<file path="config.mk">
export PLATFORM = sky130hd
export DESIGN_NAME = snake_engine_flat
export DESIGN_NICKNAME = d
export VERILOG_FILES = /design/src/rtl/snake_if.sv /design/src/rtl/snake_engine.sv /design/src/flat_wrapper.sv
export SDC_FILE = /design/constraint.sdc
export NUM_CORES = 1
export LEC_CHECK = 0
export CAP_MARGIN = 20
export CELL_PAD_IN_SITES_DETAIL_PLACEMENT = 2
export CELL_PAD_IN_SITES_GLOBAL_PLACEMENT = 2
export CORE_ASPECT_RATIO = 2
export CORE_MARGIN = 2
export CORE_UTILIZATION = 45
export DETAILED_ROUTE_END_ITERATION = 6
export MAX_ROUTING_LAYER = met4
export PLACE_DENSITY = 0.95
export SLEW_MARGIN = 20
export SYNTH_ARGS = -nofsm -noshare
export SYNTH_HDL_FRONTEND = slang
export SYNTH_SLANG_ARGS = --single-unit
export TNS_END_PERCENT = 100
</file>
<file path="constraint.sdc">
create_clock -name clk -period 41.8 [get_ports clk]
set_input_delay 8.36 -clock clk [delete_from_list [all_inputs] [get_ports clk]]
set_output_delay 8.36 -clock clk [all_outputs]
set_load 0.01 [all_outputs]
</file>
<file path="src/rtl/snake_if.sv">
// Snake engine bus: game control, keyboard, cherry and pixel-query signals.
// master = game/screen side, slave = snake_engine.
interface snake_if #(
    parameter int X_BITS = 6,
    parameter int Y_BITS = 5,
    parameter int LEN_W  = 6
);
    logic              enable;
    logic              Up;
    logic              Down;
    logic              Left;
    logic              Right;
    logic              grow;
    logic [9:0]        pixel_x;
    logic [9:0]        pixel_y;
    logic              snakeHead;
    logic              snakeBody;
    logic              bump;
    logic              move_tick;
    logic [X_BITS-1:0] head_x;
    logic [Y_BITS-1:0] head_y;
    logic [LEN_W-1:0]  length;

    modport master (
        output enable, Up, Down, Left, Right, grow, pixel_x, pixel_y,
        input  snakeHead, snakeBody, bump, move_tick, head_x, head_y, length
    );

    modport slave (
        input  enable, Up, Down, Left, Right, grow, pixel_x, pixel_y,
        output snakeHead, snakeBody, bump, move_tick, head_x, head_y, length
    );
endinterface

</file>
<file path="src/rtl/snake_engine.sv">
// Parametrised snake-state engine: segment shift register, tick-driven
// stepping, direction latch, growth, collision detection and pixel query.
module snake_engine #(
    parameter int GRID_W    = 40,
    parameter int GRID_H    = 30,
    parameter int X_BITS    = 6,
    parameter int Y_BITS    = 5,
    parameter int CELL_BITS = 4,
    parameter int MAX_LEN   = 32,
    parameter int INIT_LEN  = 3,
    parameter int TICK_DIV  = 5000000
) (
    input logic    clk,
    input logic    rst,
    snake_if.slave bus
);
    localparam int LEN_W = $clog2(MAX_LEN + 1);
    localparam int CNT_W = (TICK_DIV > 1) ? $clog2(TICK_DIV) : 1;

    typedef enum logic [1:0] {IDLE, RUN, DEAD} state_t;
    typedef enum logic [1:0] {DIR_UP, DIR_DOWN, DIR_LEFT, DIR_RIGHT} dir_t;

    state_t            state_q, state_d;
    dir_t              dir_q, dir_d;
    dir_t              next_dir_q, next_dir_d;
    dir_t              key_dir;
    logic [X_BITS-1:0] seg_x_q [MAX_LEN];
    logic [X_BITS-1:0] seg_x_d [MAX_LEN];
    logic [Y_BITS-1:0] seg_y_q [MAX_LEN];
    logic [Y_BITS-1:0] seg_y_d [MAX_LEN];
    logic [LEN_W-1:0]  len_q, len_d;
    logic [CNT_W-1:0]  cnt_q, cnt_d;
    logic              grow_pend_q, grow_pend_d;
    logic              bump_q, bump_d;
    logic              tick_q, tick_d;
    logic              head_q, head_d;
    logic              body_q, body_d;

    logic [X_BITS-1:0] cand_x;
    logic [Y_BITS-1:0] cand_y;
    logic              wall;
    logic              self_hit;
    logic              grow_eff;
    logic [9:0]        cell_x;
    logic [9:0]        cell_y;
    logic              in_grid;

    function automatic dir_t opposite(input dir_t d);
        dir_t r;
        case (d)
            DIR_UP:   r = DIR_DOWN;
            DIR_DOWN: r = DIR_UP;
            DIR_LEFT: r = DIR_RIGHT;
            default:  r = DIR_LEFT;
        endcase
        return r;
    endfunction

    function automatic logic [X_BITS-1:0] init_x(input int i);
        return X_BITS'(GRID_W / 2 - i);
    endfunction

    // Prioritised key decode; a key reversing the last step is dropped
    always_comb begin
        key_dir = next_dir_q;
        if (bus.Up)         key_dir = DIR_UP;
        else if (bus.Down)  key_dir = DIR_DOWN;
        else if (bus.Left)  key_dir = DIR_LEFT;
        else if (bus.Right) key_dir = DIR_RIGHT;
        if (key_dir == opposite(dir_q)) key_dir = next_dir_q;
    end

    // Candidate head, wall test and self test for a step along key_dir
    always_comb begin
        cand_x = seg_x_q[0];
        cand_y = seg_y_q[0];
        wall   = 1'b0;
        case (key_dir)
            DIR_UP: begin
                wall   = (seg_y_q[0] == '0);
                cand_y = seg_y_q[0] - Y_BITS'(1);
            end
            DIR_DOWN: begin
                wall   = (seg_y_q[0] == Y_BITS'(GRID_H - 1));
                cand_y = seg_y_q[0] + Y_BITS'(1);
            end
            DIR_LEFT: begin
                wall   = (seg_x_q[0] == '0);
                cand_x = seg_x_q[0] - X_BITS'(1);
            end
            default: begin
                wall   = (seg_x_q[0] == X_BITS'(GRID_W - 1));
                cand_x = seg_x_q[0] + X_BITS'(1);
            end
        endcase
        grow_eff = (grow_pend_q | bus.grow) && (len_q < LEN_W'(MAX_LEN));
        self_hit = 1'b0;
        // The tail cell is vacated unless the snake grows on this step
        for (int i = 0; i < MAX_LEN; i++) begin
            if ((i < int'(len_q) - 1 || (grow_eff && i < int'(len_q))) &&
                seg_x_q[i] == cand_x && seg_y_q[i] == cand_y)
                self_hit = 1'b1;
        end
    end

    // Next-state, step execution, query match and re-arm
    always_comb begin
        state_d     = state_q;
        dir_d       = dir_q;
        next_dir_d  = key_dir;
        seg_x_d     = seg_x_q;
        seg_y_d     = seg_y_q;
        len_d       = len_q;
        cnt_d       = cnt_q;
        grow_pend_d = grow_pend_q;
        bump_d      = bump_q;
        tick_d      = 1'b0;

        cell_x  = bus.pixel_x >> CELL_BITS;
        cell_y  = bus.pixel_y >> CELL_BITS;
        in_grid = (cell_x < 10'(GRID_W)) && (cell_y < 10'(GRID_H));
        head_d  = in_grid && cell_x == 10'(seg_x_q[0]) &&
                  cell_y == 10'(seg_y_q[0]);
        body_d  = 1'b0;
        for (int i = 1; i < MAX_LEN; i++) begin
            if (in_grid && i < int'(len_q) &&
                cell_x == 10'(seg_x_q[i]) && cell_y == 10'(seg_y_q[i]))
                body_d = 1'b1;
        end

        case (state_q)
            IDLE: begin
                if (bus.enable) state_d = RUN;
            end
            RUN: begin
                grow_pend_d = grow_pend_q | bus.grow;
                if (cnt_q == CNT_W'(TICK_DIV - 1)) begin
                    cnt_d       = '0;
                    grow_pend_d = 1'b0;
                    if (wall || self_hit) begin
                        bump_d  = 1'b1;
                        state_d = DEAD;
                    end else begin
                        for (int i = 1; i < MAX_LEN; i++) begin
                            seg_x_d[i] = seg_x_q[i-1];
                            seg_y_d[i] = seg_y_q[i-1];
                        end
                        seg_x_d[0] = cand_x;
                        seg_y_d[0] = cand_y;
                        if (grow_eff) len_d = len_q + LEN_W'(1);
                        dir_d  = key_dir;
                        tick_d = 1'b1;
                    end
                end else begin
                    cnt_d = cnt_q + CNT_W'(1);
                end
            end
            default: begin
                state_d = DEAD;
            end
        endcase

        if (!bus.enable) begin
            state_d     = IDLE;
            dir_d       = DIR_RIGHT;
            next_dir_d  = DIR_RIGHT;
            len_d       = LEN_W'(INIT_LEN);
            cnt_d       = '0;
            grow_pend_d = 1'b0;
            bump_d      = 1'b0;
            tick_d      = 1'b0;
            head_d      = 1'b0;
            body_d      = 1'b0;
            for (int i = 0; i < MAX_LEN; i++) begin
                seg_x_d[i] = init_x(i);
                seg_y_d[i] = Y_BITS'(GRID_H / 2);
            end
        end
    end

    // State and segment registers with asynchronous reset to the initial snake
    always_ff @(posedge clk or posedge rst) begin
        if (rst) begin
            state_q     <= IDLE;
            dir_q       <= DIR_RIGHT;
            next_dir_q  <= DIR_RIGHT;
            len_q       <= LEN_W'(INIT_LEN);
            cnt_q       <= '0;
            grow_pend_q <= 1'b0;
            bump_q      <= 1'b0;
            tick_q      <= 1'b0;
            head_q      <= 1'b0;
            body_q      <= 1'b0;
            for (int i = 0; i < MAX_LEN; i++) begin
                seg_x_q[i] <= init_x(i);
                seg_y_q[i] <= Y_BITS'(GRID_H / 2);
            end
        end else begin
            state_q     <= state_d;
            dir_q       <= dir_d;
            next_dir_q  <= next_dir_d;
            len_q       <= len_d;
            cnt_q       <= cnt_d;
            grow_pend_q <= grow_pend_d;
            bump_q      <= bump_d;
            tick_q      <= tick_d;
            head_q      <= head_d;
            body_q      <= body_d;
            seg_x_q     <= seg_x_d;
            seg_y_q     <= seg_y_d;
        end
    end

    assign bus.snakeHead = head_q;
    assign bus.snakeBody = body_q;
    assign bus.bump      = bump_q;
    assign bus.move_tick = tick_q;
    assign bus.head_x    = seg_x_q[0];
    assign bus.head_y    = seg_y_q[0];
    assign bus.length    = len_q;
endmodule
</file>
<file path="src/flat_wrapper.sv">
// flat-port wrapper written by rule: the top's interface ports become plain ports
module snake_engine_flat 
#(
    parameter int GRID_W    = 40,
    parameter int GRID_H    = 30,
    parameter int X_BITS    = 6,
    parameter int Y_BITS    = 5,
    parameter int CELL_BITS = 4,
    parameter int MAX_LEN   = 32,
    parameter int INIT_LEN  = 3,
    parameter int TICK_DIV  = 5000000
)
  (clk, rst, bus_enable, bus_Up, bus_Down, bus_Left, bus_Right, bus_grow, bus_pixel_x, bus_pixel_y, bus_snakeHead, bus_snakeBody, bus_bump, bus_move_tick, bus_head_x, bus_head_y, bus_length);
  snake_if #(.X_BITS(X_BITS), .Y_BITS(Y_BITS)) bus_i ();
  input logic clk;
  input logic rst;
  input wire logic [$bits(bus_i.enable)-1:0] bus_enable;
  input wire logic [$bits(bus_i.Up)-1:0] bus_Up;
  input wire logic [$bits(bus_i.Down)-1:0] bus_Down;
  input wire logic [$bits(bus_i.Left)-1:0] bus_Left;
  input wire logic [$bits(bus_i.Right)-1:0] bus_Right;
  input wire logic [$bits(bus_i.grow)-1:0] bus_grow;
  input wire logic [$bits(bus_i.pixel_x)-1:0] bus_pixel_x;
  input wire logic [$bits(bus_i.pixel_y)-1:0] bus_pixel_y;
  output wire logic [$bits(bus_i.snakeHead)-1:0] bus_snakeHead;
  output wire logic [$bits(bus_i.snakeBody)-1:0] bus_snakeBody;
  output wire logic [$bits(bus_i.bump)-1:0] bus_bump;
  output wire logic [$bits(bus_i.move_tick)-1:0] bus_move_tick;
  output wire logic [$bits(bus_i.head_x)-1:0] bus_head_x;
  output wire logic [$bits(bus_i.head_y)-1:0] bus_head_y;
  output wire logic [$bits(bus_i.length)-1:0] bus_length;
  assign bus_i.enable = bus_enable;
  assign bus_i.Up = bus_Up;
  assign bus_i.Down = bus_Down;
  assign bus_i.Left = bus_Left;
  assign bus_i.Right = bus_Right;
  assign bus_i.grow = bus_grow;
  assign bus_i.pixel_x = bus_pixel_x;
  assign bus_i.pixel_y = bus_pixel_y;
  assign bus_snakeHead = bus_i.snakeHead;
  assign bus_snakeBody = bus_i.snakeBody;
  assign bus_bump = bus_i.bump;
  assign bus_move_tick = bus_i.move_tick;
  assign bus_head_x = bus_i.head_x;
  assign bus_head_y = bus_i.head_y;
  assign bus_length = bus_i.length;
  snake_engine #(.GRID_W(GRID_W), .GRID_H(GRID_H), .X_BITS(X_BITS), .Y_BITS(Y_BITS), .CELL_BITS(CELL_BITS), .MAX_LEN(MAX_LEN), .INIT_LEN(INIT_LEN), .TICK_DIV(TICK_DIV)) u_core (.clk(clk), .rst(rst), .bus(bus_i));
endmodule
</file>
== After elaboration in Yosys (flattened, before gate mapping) ==
Cells that the tools add are included.

* Bits of input ports: 28
* Output and inout port bits: 21
* Bits in registers: 392
* Word-level logic and storage cells: 639

* Reduce and logical (&&, ||, !) cells: 236
* Equality and inequality tests: 144
* Muxes and demuxes: 110
* $add $sub $neg: 7
* $lt $le $gt $ge: 67
* Bitwise operators: 1

{| class="wikitable"
|+ Operators by type and width
! operator !! count
|-
| 192-bit 2-to-1 mux || 4
|-
| 160-bit 2-to-1 mux || 4
|-
| 6-bit by 32-bit < comparator with 1-bit output, first input constant || 16
|-
| 6-bit == test || 64
|-
| 5-bit by 32-bit < comparator with 1-bit output, first input constant || 8
|-
| 1-bit logical AND || 193
|-
| 6-bit by 5-bit == test with 1-bit output || 32
|-
| 5-bit == test || 32
|-
| 4-bit by 32-bit < comparator with 1-bit output, first input constant || 4
|-
| 5-bit by 6-bit < comparator with 1-bit output, first input constant || 16
|-
| 1-bit 2-to-1 mux || 76
|-
| 23-bit 2-to-1 mux || 3
|-
| 3-bit by 32-bit < comparator with 1-bit output, first input constant || 2
|-
| 4-bit by 6-bit < comparator with 1-bit output, first input constant || 8
|-
| 1-bit logical OR || 33
|-
| 1-bit by 32-bit < comparator with 1-bit output, first input constant || 1
|-
| 2-bit by 32-bit < comparator with 1-bit output, first input constant || 1
|-
| 6-bit 2-to-1 mux || 5
|-
| 2-bit 2-to-1 mux || 13
|-
| 3-bit by 6-bit < comparator with 1-bit output, first input constant || 4
|-
| 23-bit by 1-bit adder with 23-bit output, second input constant || 1
|-
| 23-bit == test, second input constant || 1
|-
| 6-bit by 1-bit adder with 6-bit output, second input constant || 2
|-
| 1-bit by 6-bit < comparator with 1-bit output, first input constant || 2
|-
| 28 further kinds || 40
|}

== Logic depth before layout (Yosys ltp) ==
Gate-level depths: netlist (run 1).

* Word-level depth: 49
* Mapped depth: 31

== Worst setup path after synthesis (run 1) ==
OpenSTA, ideal clock, no wires.

* Path type: input to register
* From: input bus_Down
* To: register u_core.seg_x_q[68] (netlist bit)
* Setup time: 121 ps
* Path slack: 27969 ps
* Stages: 26
* Data arrival time: 13710 ps
* Data required time: 41679 ps
* Path through: buf_2 > nor3_2 > or3_1 > a31o_2 > nor2_1 > clkbuf_1 > xnor2_1 > ha_1 > inv_1 > nor3_1 > o211ai_1 > a211oi_2 > a211o_1 > buf_4 > buf_2 > xnor2_1 > nor4_1 > and4_1 > a2111oi_2 > nand4_1 > nor3_1 > nand3_2 > and2_1 > buf_6 > buf_6 > a22o_1

* Word-level cells in the longest chain between the ends: 45

{| class="wikitable"
|+ RTL lines
! item !! RTL line !! source
|-
| start: declaration || flat_wrapper.sv:19 || <nowiki>input wire logic [$bits(bus_i.Down)-1:0] bus_Down;</nowiki>
|-
| 2-bit 2-to-1 mux * || snake_engine.sv:67 || <nowiki>else if (bus.Down) key_dir = DIR_DOWN;</nowiki>
|-
| 2-bit 2-to-1 mux * || snake_engine.sv:66 || <nowiki>if (bus.Up) key_dir = DIR_UP;</nowiki>
|-
| 2-bit == test || snake_engine.sv:70 || <nowiki>if (key_dir == opposite(dir_q)) key_dir = next_dir_q;</nowiki>
|-
| 2-bit 2-to-1 mux * || snake_engine.sv:70 ||
|-
| 2-bit by 1-bit == test with 1-bit output or 2-bit logical NOT (tied branches) || snake_engine.sv:78 || <nowiki>case (key_dir)</nowiki>
|-
| 2-bit OR reduction (no line) || -- ||
|-
| 6-bit case mux with 2 select lines || snake_engine.sv:78 ||
|-
| 6-bit == test || snake_engine.sv:101 || <nowiki>seg_x_q[i] == cand_x && seg_y_q[i] == cand_y)</nowiki>
|-
| 1-bit logical AND || snake_engine.sv:100 || <nowiki>if ((i < int'(len_q) - 1 || (grow_eff && i < int'(len_q))) &&</nowiki>
|-
| 1-bit logical AND || snake_engine.sv:101 ||
|-
| 1-bit 2-to-1 mux (32 in a row) || snake_engine.sv:100 ||
|-
| 1-bit logical OR * || snake_engine.sv:140 || <nowiki>if (wall || self_hit) begin</nowiki>
|-
| 2-bit != test (no line) * || -- ||
|-
| 3-bit AND reduction (no line) * || -- ||
|-
| end signal: indexed assignment || snake_engine.sv:195 || <nowiki>seg_x_q[i] <= init_x(i);</nowiki>
|-
| end signal: assignment || snake_engine.sv:209 || <nowiki>seg_x_q <= seg_x_d;</nowiki>
|-
| end: declaration || snake_engine.sv:27 || <nowiki>logic [X_BITS-1:0] seg_x_q [MAX_LEN];</nowiki>
|}

Every way passes the cells marked *; elsewhere a longest branch is shown, timed or not.
A chain may end at the register's enable or synchronous reset.

== Worst setup path in the final report (run 1) ==
* From: input bus_Down
* To: register u_core.seg_x_q[109] (netlist bit)

Same word-level chain as after synthesis.

==> impl_metrics.toml, run 1 <==
[detailed_routing]
via_per_inst = 7.176
route.detailed.drc = 0
wirelength_mm = 165.7
drt_iter0_drc = 2749
post_drt_wl_per_cell_um = 41.80
vias = 28450
antenna_left = 0
dr.pass1.iters = 5

[critical_path]
crit_path_end_kind = "flop"
r2r_cells = 22
worst-setup-path-type = "in2reg"
worstReg2RegEnd = "u_core.seg_x_q[109]$_DFFE_PP1P_"
r2r_start = "u_core.dir_q[1]$_DFFE_PP1P_"
crit_family = "simple AND/OR/NAND/NOR gates"
path_common_cell = "nand2_1"
crit_start = "bus_Down"
critPathCapture = "u_core.seg_x_q[109]$_DFFE_PP1P_"
slowest_stage = "nor4_1"
required_ns = 42.36
critical_path_depth = 23
reg2reg_slack_ns = 31.84
cp-start-kind = "primary input"
path_buf_inv = 4
cp.arrival_ns = 18.33
crit_fanout = 51
crit_chain = "clkdlybuf4s50_1 -> nor2b_1 -> o32ai_1 -> o21ai_2 -> nand2_1 -> nand2_1 -> inv_1 -> fa_1 -> xor2_1 -> nor3_1 -> nor3_4 -> buf_4 -> xnor2_1 -> nor2_1 -> nand4_1 -> nor4_1 -> a21oi_1 -> nand3_1 -> a211oi_2 -> nand3_4 -> buf_4 -> nand2_1 -> o22a_1"
crit_path_max_incr_delay_ns = 1.27

[cts]
clkLatencyLatePin_ns = 0.66
root_buffer = "clkbuf_16"
numCtsBuffers = 42
hold_buffers = 0
cts_setup_buffers = 0
cts.sinks = 392
htree_levels = 2
cts-resized-gates = 0
cts_tree = "built"
cts_max_path_buffers = 3
clk_pin_slew_ns = 0.07

[logic_synthesis]
synthCells = 3141
syn_area_per_cell_um2 = 9.483
synth_xor_area_share_pct = 21.73
yosysMostFrequentCell = "xnor2_1"
yosys_register_bits = 392
yosys.area_share.simple_pct = 17.24
seq_area_frac_synth_pct = 33.88
ys.flop_type = "dfstp_2"
ys_top_cells_by_count = "xnor2_1 (337), xor2_1 (316), dfstp_2 (225)"
synth-async-reset-ratio_pct = 100.0
yosysTopAreaCell = "dfstp_2"
synth_top_area_share_pct = 19.85
syn_nets = 3179
synth_compound_area_share_pct = 14.11
ys_warn_count = 0
synth_fa_ha_area_share_pct = 0.4453
synth.cell_area_um2 = 29790
synth_top_family_by_area = "XOR/XNOR gates"
muxShareOfSynthArea_pct = 7.359
synth_area_leaders = "dfstp_2 (20%), dfrtp_1 (14%), xnor2_1 (9.9%)"
synth-edff-count = 0
yosysUniqueCellTypes = 107

[timing]
setup_violations = 0
tns_ns = 0
fmax_ghz = 0.05629
hold_viol = 0
relSlewSlack_pct = 0.6609
slew_viol_final = 0
period_share_pct = 42.50
fin_skew_ns = 0.02498
rsz0062_at_grt = "no"
tightest_slew_ns = 1.476
period_needed_ns = 17.76

[floorplanning]
io-pin-count = 49
start_util_pct = 45.43
die_w_um = 185.9
die_area_um2 = 68390
core_region_area_um2 = 65570
std_cell_rows = 133
die_y_um = 367.8

[power]
power_leakage_nw = 12.86
power_mw = 1.119
ir_drop_mv = 0.03747
powerDensity_nw_per_um2 = 34.70

[grt]
grt_max_degree = 144
grt_antenna_before_repair = 12
grt_pass1_vias = 31030
grt.total_usage_pct = 50.57
grt_pass1_wl_mm = 236.6
overflow = 0

[cells_and_area]
drive_above_1_share_pct = 15.32
num-nets-final = 3079
area_delta_synth_final_pct = 8.229

[status]
outcome = "complete, but fails checks"
violations = "max-capacitance violations"

[flow_run]
max_cap_violations = 1

[placed_design]
detailed_place_hpwl_mm = 111.7
gp_congestion = 1.086
io_buffers = 40

[hold_path]
hold_class = "reg2reg"
-- metal layers --
metal / track usage, % / vias up / wire length (um)
met4: 52.41 / 0 / 22030
met3: 17.08 / 1145 / 14850
met1: 49.47 / 14420 / 53290
met2: 75.16 / 1902 / 75570
met5: - / - / 0
li1: - / 10980 / -
-- cells in the final DEF, fill, tap and decap left out, types with 20 or more instances in the layout --
cell / count
xnor2_1: 336
xor2_1: 316
dfstp_2: 225
nand2_1: 219
mux2i_1: 210
nor2b_1: 186
dfrtp_1: 167
nor4_1: 100
o21ai_0: 95
nor2_1: 94
buf_4: 85
nand3_1: 74
o2bb2ai_1: 74
nand4_1: 66
nor3_1: 61
a21oi_1: 54
inv_1: 47
clkbuf_16: 43
a22o_1: 42
xnor3_1: 29
clkdlybuf4s50_1: 28
a31oi_1: 27
and3_1: 22
o211ai_1: 20
o31ai_1: 20
-- power breakdown --
group | switching (mW) | total (mW) | internal, mW
sequential | 0.00900 | 0.394 | 0.385
combinational | 0.208 | 0.297 | 0.0889
clock | 0.190 | 0.427 | 0.237
-- worst register-to-register path: cells and delay by family (launching register included) --
family	cells	cell delay [ns]
AOI/OAI and AO/OA	3	0.85
adders and majority gates	1	0.41
muxes	1	0.20
xor gates and xnor gates	2	0.89
DFF	1	0.77
buffers and inverters	3	1.43
and+or+nand+nor	12	5.31
-- logic make-up after synthesis --
family          Yosys count
compound gates          564
xor+xnor                686
fa+ha+maj                10
buf+inv                 325
flops                   392
mux                     216
simple gates            948
-- state kept, by name, indices dropped and copies added, names as in the netlist --
register and flops:
u_core.bus.snakeHead 1, u_core.bus.move_tick 1, u_core.next_dir_q 2, u_core.dir_q 2, u_core.bus.head_y 5, u_core.grow_pend_q 1, u_core.bus.length 6, u_core.seg_y_q 155
u_core.bus.snakeBody 1, u_core.cnt_q 23, u_core.bus.bump 1, u_core.seg_x_q 186, u_core.bus.head_x 6, u_core.state_q 2
-- through the flow --
stage / hold WS, ns / setup WS, ns / utilization, % / cells / area (um2)
2_1_floorplan: 0.4426 / 22.91 / - / 3141 / 29790
3_3_place_gp: 0.4670 / 24.24 / 46.64 / 3867 / 30580
3_5_place_dp: 0.4971 / 24.03 / 46.65 / 3868 / 30580
4_1_cts: 0.5172 / 24.62 / 48.90 / 3946 / 32060
5_1_grt: 0.5338 / 24.12 / 49.16 / 3964 / 32230
6_report: 0.5186 / 24.04 / 49.17 / 3965 / 32240
-- layout make-up --
| type | count | area, um2 |
|---|---|---|
| Inverter | 50 | 195.2 |
| Clock inverter | 20 | 254.0 |
| Tap cell | 877 | 1097 |
| Sequential cell | 392 | 10090 |
| Fill cell | 6942 | 33330 |
| Antenna cell | 13 | 32.53 |
| Multi-Input combinational cell | 2424 | 18290 |
| Clock buffer | 58 | 1222 |
| Timing Repair Buffer | 131 | 1060 |
-- worst min-delay path by stage --
stage	startpoint	endpoint	slack (ns)	cells past startpoint
CTS	u_core.seg_y_q[72]$_DFFE_PP1P_	u_core.seg_y_q[67]$_DFFE_PP1P_	0.52	1
finish	u_core.seg_y_q[91]$_DFFE_PP1P_	u_core.seg_y_q[86]$_DFFE_PP1P_	0.52	1
floorplan	u_core.cnt_q[22]$_DFFE_PP0P_	u_core.cnt_q[22]$_DFFE_PP0P_	0.44	1
global route	u_core.seg_y_q[111]$_DFFE_PP1P_	u_core.seg_y_q[106]$_DFFE_PP1P_	0.53	1
global placement	u_core.cnt_q[22]$_DFFE_PP0P_	u_core.cnt_q[22]$_DFFE_PP0P_	0.47	1
detailed placement	u_core.cnt_q[22]$_DFFE_PP0P_	u_core.cnt_q[22]$_DFFE_PP0P_	0.50	1
(Power assumes the default switching activity.)
==> run 2: changes to the inputs <==
- CORE_UTILIZATION: 45 -> 42
- PLACE_DENSITY: 0.95 -> 0.94
- clock period: 41.8 -> 18 ns (I/O delays scaled with it)
==> impl_metrics.toml, run 2 (synthesis gave the netlist of run 1 again) <==
[detailed_routing]
antenna_left = 0
post_drt_wl_per_cell_um = 40.09
wirelength_mm = 159.8
drt_iter0_drc = 3392
vias = 28600
dr.pass1.iters = 6
route.detailed.drc = 0
via_per_inst = 7.172

[floorplanning]
die_w_um = 192.3
core_region_area_um2 = 70450
std_cell_rows = 138
die_area_um2 = 73190
start_util_pct = 42.28
die_y_um = 380.6
io-pin-count = 49

[cts]
cts_tree = "built"
clk_pin_slew_ns = 0.06
cts_setup_buffers = 0
cts.sinks = 392
hold_buffers = 0
htree_levels = 2
cts_max_path_buffers = 3
cts-resized-gates = 0
numCtsBuffers = 42
root_buffer = "clkbuf_16"
clkLatencyLatePin_ns = 0.66

[placed_design]
postPlaceCellArea_um2 = 30600
gp_congestion = 1.029
dp_cells = 3897
detailed_place_hpwl_mm = 106.4
io_buffers = 40
dp_slack_ns = 4.840

[timing]
tns_ns = 0
fin_ws_ns = 5.013
fin_skew_ns = 0.02571
fmax_ghz = 0.07700
slew_viol_final = 2
period_share_pct = 72.15
setup_violations = 0
hold_viol = 0
rsz0062_at_grt = "no"
relSlewSlack_pct = -19.27
period_needed_ns = 12.99
tightest_slew_ns = 1.773

[critical_path]
r2r_cells = 21
path_common_cell = "nand2_1"
cp.arrival_ns = 13.45
required_ns = 18.46
r2r_start = "u_core.dir_q[1]$_DFFE_PP1P_"
cp-start-kind = "primary input"
worstReg2RegEnd = "u_core.seg_x_q[116]$_DFFE_PP0P_"
crit_path_max_incr_delay_ns = 1.09
worst-setup-path-type = "in2reg"
crit_chain = "clkdlybuf4s50_1 -> nor3_2 -> mux2i_1 -> o21ai_2 -> nand2_1 -> nand2_1 -> inv_1 -> fa_1 -> xor2_1 -> nor3_1 -> nor3_4 -> buf_4 -> xnor2_1 -> nor2_1 -> nand4_1 -> or4_1 -> o41a_1 -> nand3_1 -> a2111oi_4 -> nand3_4 -> nand2_1 -> o21ai_0"
crit_fanout = 25
reg2reg_slack_ns = 8.00
crit_path_end_kind = "flop"
slowest_stage = "nand2_1"

[cells_and_area]
fin_cells = 3987
area_delta_synth_final_pct = 7.855
largest_register_ffs = 186
final_common_cell = "xnor2_1"
top_register = "u_core.seg_x_q"
final_cell_mix = "xnor2_1 (336), xor2_1 (316), dfstp_2 (225)"
finalInstanceArea_um2 = 32130
drive_above_1_share_pct = 14.80
reg_top3 = "u_core.seg_x_q x186, u_core.seg_y_q x155, u_core.cnt_q x23"
num-nets-final = 3073

[hold_path]
hp-start = "u_core.bus.bump$_DFFE_PP0P_"
min_path_cells = 1
hold_class = "reg2reg"
holdPathEnd = "u_core.bus.bump$_DFFE_PP0P_"

[grt]
overflow = 0
grt_use_met2_pct = 64.46
grt_antenna_before_repair = 11
grt_pass1_wl_mm = 226.9
grt_max_degree = 97
busiest_layer = "met2"
grt.total_usage_pct = 44.44
grt_pass1_vias = 30830
use_met1_pct = 48.51
use_met3_pct = 13.63

[power]
switching_share_pct = 36.46
seq_power_share_pct = 36.5
power_mw = 2.527
p_switching_mw = 0.9213
powerDensity_nw_per_um2 = 78.66
combPwrFrac_pct = 26.0
p_clk_share_pct = 37.4
power_leakage_nw = 12.81
ir_drop_mv = 0.08482
intPower_mw = 1.606

[flow_run]
max_cap_violations = 1

[status]
outcome = "complete, but fails checks"
violations = "max-capacitance violations, max-slew violations"
-- run 2: power groups by stage --
stage / registers [mW] / logic [mW] / clock network (mW)
after floorplan: 0.917 / 0.407 / 0
after global placement: 0.933 / 0.562 / 0
after detailed placement: 0.934 / 0.609 / 0
after CTS: 0.919 / 0.621 / 0.939
after global routing: 0.922 / 0.668 / 0.976
final: 0.923 / 0.658 / 0.946
-- run 2: metrics by stage --
| stage | util [%] | hold slack, ns |
|---|---|---|
| finish | 45.60 | 0.5008 |
| global route | 45.60 | 0.5235 |
| CTS | 45.41 | 0.5066 |
| detailed placement | 43.44 | 0.4927 |
| global placement | 43.42 | 0.4641 |
| floorplan | - | 0.4426 |
-- run 2: worst max path at each step --
stage	start	endpoint	cells past startpoint	slack, ns
after CTS	bus_Down	u_core.bus.head_x[3]$_DFFE_PP0P_	23	5.47
after detailed placement	bus_Down	u_core.bus.head_x[3]$_DFFE_PP0P_	23	4.84
final	bus_Right	u_core.seg_x_q[116]$_DFFE_PP0P_	22	5.01
after global routing	bus_Down	u_core.seg_x_q[120]$_DFFE_PP1P_	22	4.93
after floorplan	rst	u_core.bus.bump$_DFFE_PP0P_	1	3.87
after global placement	bus_Right	u_core.bus.head_x[0]$_DFFE_PP0P_	23	5.32
-- run 2: cell type report --
type / count / area, um2
fillers: 7356 / 38320
multi-input cells: 2424 / 18240
flip-flops and latches: 392 / 10090
clock buffers: 60 / 1241
well taps: 910 / 1139
repair buffers: 125 / 1049
inverters: 50 / 195.2
clock inverters: 16 / 150.1
diodes: 10 / 25.02
-- run 2: critical path, delay by kind of cell --
kind	cells	cell delay, ns
adders and majority gates	1	0.42
AOI/OAI and AO/OA	4	2.14
xor gates and xnor gates	2	0.64
and+or+nand+nor	11	5.01
muxes	1	0.21
buffers and inverters	3	1.34
-- run 2: layer usage --
metal / up-vias / wire, um
li1: 10940 / -
met1: 14550 / 54480
met2: 2041 / 70810
met3: 1060 / 16600
met4: 0 / 17940
met5: - / 0
